File: src/rtl/spartan_upsize_pkg.sv
// Shared Spartan link definitions: bus width helpers and gearbox phase encoding.
// The full bus always carries two extra sideband bits on top of BWIDTH data bits.
package spartan_upsize_pkg;

  typedef enum logic {
    PH_LO = 1'b0,
    PH_HI = 1'b1
  } phase_e;

  function automatic int spartan_full_w(input int bwidth);
    return bwidth + 2;
  endfunction

  function automatic int spartan_half_w(input int bwidth);
    return (bwidth + 2) / 2;
  endfunction

endpackage

File: src/rtl/spartan_upsize_if.sv
// Spartan half/full link bundle. The slave modport is the upsizer's view,
// the master modport is the view of whoever drives the link and the full bus.
interface spartan_upsize_if
  import spartan_upsize_pkg::*;
#(
  parameter int BWIDTH = 64
);

  localparam int HW = spartan_half_w(BWIDTH);
  localparam int FW = spartan_full_w(BWIDTH);

  logic [HW-1:0] SpMBUS_HALF;
  logic          SpMVLD_HALF;
  logic          SpMRDY_HALF;
  logic [FW-1:0] SpMBUS_FULL;
  logic          SpMVLD_FULL;
  logic          SpMRDY_FULL;
  logic [FW-1:0] SpSBUS_FULL;
  logic          SpSVLD_FULL;
  logic          SpSRDY_FULL;
  logic [HW-1:0] SpSBUS_HALF;
  logic          SpSVLD_HALF;
  logic          SpSRDY_HALF;

  modport slave (
    input  SpMBUS_HALF, SpMVLD_HALF,
    output SpMRDY_HALF,
    output SpMBUS_FULL, SpMVLD_FULL,
    input  SpMRDY_FULL,
    input  SpSBUS_FULL, SpSVLD_FULL,
    output SpSRDY_FULL,
    output SpSBUS_HALF, SpSVLD_HALF,
    input  SpSRDY_HALF
  );

  modport master (
    output SpMBUS_HALF, SpMVLD_HALF,
    input  SpMRDY_HALF,
    input  SpMBUS_FULL, SpMVLD_FULL,
    output SpMRDY_FULL,
    output SpSBUS_FULL, SpSVLD_FULL,
    input  SpSRDY_FULL,
    input  SpSBUS_HALF, SpSVLD_HALF,
    output SpSRDY_HALF
  );

endinterface

File: src/rtl/spartan_upsize_gear2.sv
// 2:1 serializer: holds one full word and emits it as low half then high half.
// A new word can be loaded in the same cycle the high half leaves, so there is no idle beat.
module spartan_upsize_gear2
  import spartan_upsize_pkg::*;
#(
  parameter int W = 33
) (
  input  logic           clk,
  input  logic           rst_n_q,
  input  logic [2*W-1:0] word,
  input  logic           word_vld,
  output logic           word_rdy,
  output logic [W-1:0]   half,
  output logic           half_vld,
  input  logic           half_rdy
);

  phase_e         s_phase, s_phase_nxt;
  logic [2*W-1:0] s_word, s_word_nxt;
  logic           s_vld, s_vld_nxt;
  logic           half_acc, word_acc;

  always_ff @(posedge clk) begin
    if (!rst_n_q) begin
      s_phase <= PH_LO;
      s_word  <= '0;
      s_vld   <= 1'b0;
    end else begin
      s_phase <= s_phase_nxt;
      s_word  <= s_word_nxt;
      s_vld   <= s_vld_nxt;
    end
  end

  always_comb begin
    s_phase_nxt = s_phase;
    s_word_nxt  = s_word;
    s_vld_nxt   = s_vld;
    // ready depends only on local state and the downstream ready, never on word_vld
    word_rdy    = !s_vld || (s_phase == PH_HI && half_rdy);
    half_acc    = s_vld && half_rdy;
    word_acc    = word_vld && word_rdy;

    if (half_acc)
      s_phase_nxt = (s_phase == PH_LO) ? PH_HI : PH_LO;

    if (word_acc) begin
      s_word_nxt = word;
      s_vld_nxt  = 1'b1;
    end else if (half_acc && s_phase == PH_HI) begin
      s_vld_nxt  = 1'b0;
    end
  end

  assign half_vld = s_vld;
  assign half     = (s_phase == PH_LO) ? s_word[W-1:0] : s_word[2*W-1:W];

endmodule

File: src/rtl/spartan_upsize.sv
// Far side of the half-width Spartan link: pairs master half beats into full words
// and splits full slave responses back into half beats for the return link.
module spartan_upsize
  import spartan_upsize_pkg::*;
#(
  parameter int BWIDTH = 64
) (
  input  logic CLK,
  input  logic RST_N,
  spartan_upsize_if.slave bus
);

  localparam int HW = spartan_half_w(BWIDTH);
  localparam int FW = spartan_full_w(BWIDTH);

  logic rst_n_q;

  always_ff @(posedge CLK)
    rst_n_q <= RST_N;

  // ---------------- master expand ----------------
  phase_e        m_phase, m_phase_nxt;
  logic [HW-1:0] lo_reg, lo_reg_nxt;
  logic [FW-1:0] full_q, full_nxt;
  logic          full_vld, full_vld_nxt;
  logic          m_rdy, m_acc;

  always_ff @(posedge CLK) begin
    if (!rst_n_q) begin
      m_phase  <= PH_LO;
      lo_reg   <= '0;
      full_q   <= '0;
      full_vld <= 1'b0;
    end else begin
      m_phase  <= m_phase_nxt;
      lo_reg   <= lo_reg_nxt;
      full_q   <= full_nxt;
      full_vld <= full_vld_nxt;
    end
  end

  always_comb begin
    m_phase_nxt  = m_phase;
    lo_reg_nxt   = lo_reg;
    full_nxt     = full_q;
    full_vld_nxt = full_vld;
    // high half may only land when the output register is free or draining this cycle
    m_rdy        = (m_phase == PH_LO) || !full_vld || bus.SpMRDY_FULL;
    m_acc        = bus.SpMVLD_HALF && m_rdy;

    if (full_vld && bus.SpMRDY_FULL)
      full_vld_nxt = 1'b0;

    if (m_acc) begin
      if (m_phase == PH_LO) begin
        lo_reg_nxt  = bus.SpMBUS_HALF;
        m_phase_nxt = PH_HI;
      end else begin
        full_nxt     = {bus.SpMBUS_HALF, lo_reg};
        full_vld_nxt = 1'b1;
        m_phase_nxt  = PH_LO;
      end
    end
  end

  assign bus.SpMRDY_HALF = m_rdy;
  assign bus.SpMBUS_FULL = full_q;
  assign bus.SpMVLD_FULL = full_vld;

  // ---------------- slave reduce ----------------
  spartan_upsize_gear2 #(.W(HW)) u_gear2 (
    .clk      (CLK),
    .rst_n_q  (rst_n_q),
    .word     (bus.SpSBUS_FULL),
    .word_vld (bus.SpSVLD_FULL),
    .word_rdy (bus.SpSRDY_FULL),
    .half     (bus.SpSBUS_HALF),
    .half_vld (bus.SpSVLD_HALF),
    .half_rdy (bus.SpSRDY_HALF)
  );

endmodule

File: src/flat_wrapper.sv
// flat-port wrapper written by rule: the top's interface ports become plain ports
module spartan_upsize_flat import spartan_upsize_pkg::*;
#(
  parameter int BWIDTH = 64
)
  (CLK, RST_N, bus_SpMBUS_HALF, bus_SpMVLD_HALF, bus_SpMRDY_HALF, bus_SpMBUS_FULL, bus_SpMVLD_FULL, bus_SpMRDY_FULL, bus_SpSBUS_FULL, bus_SpSVLD_FULL, bus_SpSRDY_FULL, bus_SpSBUS_HALF, bus_SpSVLD_HALF, bus_SpSRDY_HALF);
  spartan_upsize_if #(.BWIDTH(BWIDTH)) bus_i ();
  input  logic CLK;
  input  logic RST_N;
  input wire logic [$bits(bus_i.SpMBUS_HALF)-1:0] bus_SpMBUS_HALF;
  input wire logic [$bits(bus_i.SpMVLD_HALF)-1:0] bus_SpMVLD_HALF;
  output wire logic [$bits(bus_i.SpMRDY_HALF)-1:0] bus_SpMRDY_HALF;
  output wire logic [$bits(bus_i.SpMBUS_FULL)-1:0] bus_SpMBUS_FULL;
  output wire logic [$bits(bus_i.SpMVLD_FULL)-1:0] bus_SpMVLD_FULL;
  input wire logic [$bits(bus_i.SpMRDY_FULL)-1:0] bus_SpMRDY_FULL;
  input wire logic [$bits(bus_i.SpSBUS_FULL)-1:0] bus_SpSBUS_FULL;
  input wire logic [$bits(bus_i.SpSVLD_FULL)-1:0] bus_SpSVLD_FULL;
  output wire logic [$bits(bus_i.SpSRDY_FULL)-1:0] bus_SpSRDY_FULL;
  output wire logic [$bits(bus_i.SpSBUS_HALF)-1:0] bus_SpSBUS_HALF;
  output wire logic [$bits(bus_i.SpSVLD_HALF)-1:0] bus_SpSVLD_HALF;
  input wire logic [$bits(bus_i.SpSRDY_HALF)-1:0] bus_SpSRDY_HALF;
  assign bus_i.SpMBUS_HALF = bus_SpMBUS_HALF;
  assign bus_i.SpMVLD_HALF = bus_SpMVLD_HALF;
  assign bus_SpMRDY_HALF = bus_i.SpMRDY_HALF;
  assign bus_SpMBUS_FULL = bus_i.SpMBUS_FULL;
  assign bus_SpMVLD_FULL = bus_i.SpMVLD_FULL;
  assign bus_i.SpMRDY_FULL = bus_SpMRDY_FULL;
  assign bus_i.SpSBUS_FULL = bus_SpSBUS_FULL;
  assign bus_i.SpSVLD_FULL = bus_SpSVLD_FULL;
  assign bus_SpSRDY_FULL = bus_i.SpSRDY_FULL;
  assign bus_SpSBUS_HALF = bus_i.SpSBUS_HALF;
  assign bus_SpSVLD_HALF = bus_i.SpSVLD_HALF;
  assign bus_i.SpSRDY_HALF = bus_SpSRDY_HALF;
  spartan_upsize #(.BWIDTH(BWIDTH)) u_core (.CLK(CLK), .RST_N(RST_N), .bus(bus_i));
endmodule
File: config.mk
export PLATFORM = sky130hd
export DESIGN_NAME = spartan_upsize_flat
export DESIGN_NICKNAME = d
export VERILOG_FILES = /design/src/rtl/spartan_upsize_pkg.sv /design/src/rtl/spartan_upsize_if.sv /design/src/rtl/spartan_upsize_gear2.sv /design/src/rtl/spartan_upsize.sv /design/src/flat_wrapper.sv
export SDC_FILE = /design/constraint.sdc
export NUM_CORES = 1
export LEC_CHECK = 0
export BUFFER_PORTS_ARGS = -buffer_cell sky130_fd_sc_hd__buf_2
export CORE_MARGIN = 5
export CORE_UTILIZATION = 47
export DETAILED_ROUTE_END_ITERATION = 8
export PLACE_DENSITY = 0.77
export SYNTH_ARGS = -nofsm -noshare
export SYNTH_HDL_FRONTEND = slang
export SYNTH_SLANG_ARGS = --single-unit
File: constraint.sdc
create_clock -name CLK -period 1.19 [get_ports CLK]
set_input_delay 0.0595 -clock CLK [delete_from_list [all_inputs] [get_ports CLK]]
set_output_delay 0.0595 -clock CLK [all_outputs]
set_load 0.05 [all_outputs]
==> impl_summary.md <==
Synth
Among all cell types in the netlist, the one instantiated most often is nand2_1. Yosys printed 0 warnings. Synthesis produced a netlist whose cell count is between 700 and 800. After synthesis, the share of flip-flops with an asynchronous set or reset is 0%. The synthesized netlist occupies a cell area of 7080 um2. After synthesis, the largest area contributor takes up between 40% and 50% of total cell area.

Synthesis instantiated 23 different standard cells from the library. In this run, synthesis inferred 0 flip-flops with an integrated enable. In the synthesized netlist, the cells that appear most often are 201 x nand2_1, 170 x dfxtp_1, 75 x a21boi_0, 67 x o21ai_0. The flip-flop and latch count after synthesis is 170. The net count of the mapped netlist is 896. For this run, the leading register cell type out of synthesis is dfxtp_1. Ranked by total cell area, the synthesized netlist is headed by dfxtp_1 48%, nand2_1 11%, mux2i_1 9.3%, a21boi_0 8.0%, mux2_2 5.2%. The share of synthesized area occupied by flip-flops and latches is about half.

Averaged over all synthesized cells, the footprint is a little under 9 um2. The cell type with the highest aggregate area in the netlist is dfxtp_1.

Pwr
Net switching is between 20% and 30% of the power. The analysis attributes to cell leakage a power of ~5 nW. The clock share of power is 38.1%.

For this design the total switching power over the nets is 4.39 mW. The worst IR drop on VDD is approximately 1.2 mV. The cell area power density is 1310 nW/um2. The design internal power is about 11 mW.

The combinational share of power is 22.2%. The sequential fraction of design power is between 30% and 40%.

Worst setup path
On the critical path, the stage with the largest delay is an instance of dfxtp_4. The largest fanout of any net on the critical path is 8. Traced cell by cell, the critical path runs through buf_4, a21boi_4, buf_4, nor2b_4, buf_12, buf_8, buf_16, mux2i_4. In this run the critical register-to-register path is launched from u_core.u_gear2.s_phase. The kind of capture point of the worst setup path is a flip-flop.

The cell that appears most often on the critical path is buf_4. For the worst setup path, the data arrival time is a little over 2000 ps. The type of the worst setup path is reg -> reg. The category of the worst setup path launch point is a flip-flop. The launch point of the worst path is u_core.u_gear2.s_phase. STA puts the critical path data required time at around 1500 ps. The biggest cell delay along the critical path is roughly 370 ps.

Clock network
The clock tree from TritonCTS is done. The cell at the root of the clock tree is clkbuf_16. Clock latency on the worst-skew pair, taken at its later pin, is ~430 ps.

The clock tree buffer depth is 2. The clock slew at the register clock pins of the worst setup and hold paths is approximately 70 ps. The number of CTS-inserted buffers is 17. The clock drives 170 sinks. The total number of H-tree levels is 4.

Route
The total wire length after detailed routing is between 20,000 and 30,000 um. The highest metal layer carrying signal wires in the routed design is met5. The count of nets left with antenna violations once routing finished came out at 0.

After detailed routing, the met3 layer carries 1980 um of wire. The number of iterations in the first detailed-routing pass is 5. The via count is between 7,000 and 8,000.

After detailed routing, the average wire length per cell comes to 22.0 um. The detailed router put a total of 10,500 um of wire on met1. The met2 wirelength from detailed routing is ~15,000 um. Using the TritonRoute via totals, the vias-per-cell ratio works out to ~5.7. After detailed routing, the number of remaining DRC violations is 0. After the first detailed-routing iteration, the DRC count stood at around 750.

Global routing
After global routing the overflow that remains totals 0. The pin count of the biggest net entering global routing is 68. The via count of the first global-routing pass is ~7,000. The initial antenna violation count came to 4. The first-pass GRT wire length is 37,200 um. The overall fraction of global-route tracks in use is about a quarter.

Floorplanning
The effective utilization at floorplan is around half. In this run the core area contains 44 standard-cell rows. between 200 and 250 I/O pins were placed. The area of the core is 14,600 um2. The die boundary width is between 100 and 150 um. The die is between 100 and 150 um tall. The die footprint is roughly 18,000 um2.

Timing
The count of final setup violators is ~130. The max-slew headroom at the worst pin is 76.3%. The post-layout worst setup margin is -498 ps.

Setup repair after global routing could not meet its margin everywhere. For the finished layout, the period the worst path requires is around 1700 ps. The final period utilization is 142%.

The maximum clock frequency is just under 0.6 GHz. The number of failing hold endpoints at the final stage is 0. The max-slew violation total from the final report is 0. For the pin with the worst max-slew slack, the measured transition is ~350 ps. The clock arrives with between 9 and 10 ps of skew. On the final layout, the worst hold slack is 112 ps.

Cells and area
The layout overhead on the synthesized area is 68.3%. The post-route cell area is around 12,000 um2. Of the cells placed in the final design, the portion with a size suffix greater than 1 is roughly 37%. The number of nets in the layout is 1,229.

Placed design
The cell area reported after detailed placement is about 8500 um2. During placement, the flow inserted port buffers numbering 207. Detailed placement ended at an HPWL of about 12,000 um.

The global placer's final weighted congestion is between 0.8 and 0.9.

Worst hold path
The type of the worst min-delay path is in -> reg. In this run the most critical hold path is launched from bus_SpSRDY_HALF.

Flow run
Across the run, the number of max-cap violations was 0.

Status
The flow ran to the end, but the final reports show violations. The checks that failed: setup timing.
layer usage:
| layer | vias to the layer above | GRT usage (%) |
|---|---|---|
| met2 | 436 | 45.6 |
| met5 | - | 0 |
| met3 | 139 | 6.72 |
| li1 | 3355 | - |
| met1 | 3619 | 28.7 |
| met4 | 2 | 15.1 |
what timing repair did:
item / in CTS / in global routing
endpoints found under the setup margin: 132 / 188
hold buffers: 102 / 0
buffers inserted: 8 / 11
gates resized for setup: 96 / 260
cloned: 7 / 22
hold endpoints to repair: 135 / 0
pin swaps: 1 / 48
through the flow:
step | power (mW) | utilization [%] | TNS [ps] | setup slack, ps | cells
after floorplan | 7.71 | - | -5700 | -129 | 791
after global placement | 8.33 | 57.9 | -6240 | -93.7 | 1141
after detailed placement | 8.36 | 57.9 | -9270 | -142 | 1141
after CTS | 14.8 | 73.0 | -35340 | -400 | 1289
after global routing | 16.0 | 81.4 | -42410 | -622 | 1323
final | 15.6 | 81.4 | -35920 | -498 | 1323
cell usage in the layout, fill, tap and decap left out, types with 2 or more instances in the layout:
cell type,count
a21boi_0,22
mux2i_1,60
diode_2,3
mux2i_4,2
nand3_2,7
o21ai_1,51
nand2_1,183
clkbuf_1,2
dfxtp_4,5
buf_6,23
nand2_4,13
mux2i_2,4
buf_12,29
nand3_4,4
clkbuf_16,34
nor2b_4,2
buf_2,170
clkinv_2,2
buf_4,10
o21ai_2,13
a21boi_2,13
buf_16,6
bufinv_16,4
clkinvlp_4,3
nand2_2,5
mux2_4,31
a21boi_1,65
buf_8,32
o21ai_0,3
mux2_2,2
nand3_1,55
dlygate4sd3_1,102
dfxtp_1,165
nand2b_4,2
final timing paths:
path	end	slack (ps)	cells past startpoint
worst max-delay path	u_core.u_gear2.s_word[14]	-500	8
worst min-delay path	u_core.u_gear2.s_phase	110	4
worst max register to register	u_core.u_gear2.s_word[14]	-500	8
worst min register to register	u_core.lo_reg[0]	450	2
area by class of cell:
class | count | area (um2)
repair buffers | 389 | 3860
multi-input cells | 545 | 3780
flip-flops and latches | 170 | 3420
fillers | 798 | 2730
clock buffers | 20 | 447
well taps | 184 | 230
clock inverters | 11 | 170
diodes | 3 | 7.51
inverters | 1 | 3.75
critical path, delay by kind of cell, from the launching register on:
family / cells / cell delay (ps)
DFF: 1 / 370
and+or+nand+nor: 1 / 200
muxes: 1 / 300
buffers and inverters: 5 / 660
AOI/OAI and AO/OA: 1 / 50
power by group through the flow:
stage	Sequential [mW]	Combinational [mW]	Clock, mW
5_1_grt	6.20	3.60	6.20
3_3_place_gp	6.26	2.07	0
2_1_floorplan	6.45	1.26	0
4_1_cts	6.15	2.73	5.89
6_report	6.18	3.47	5.95
3_5_place_dp	6.26	2.10	0
cells by family after synthesis:
kind of cell | Yosys count | synth area share, %
buffers and inverters | 77 | 5.51
AND/OR/NAND/NOR | 274 | 16.0
AO/OA/AOI/OAI | 170 | 15.8
multiplexers | 99 | 14.6
XOR/XNOR | 1 | 0.124
flip-flops | 170 | 48.1
(Power assumes the default switching activity.)
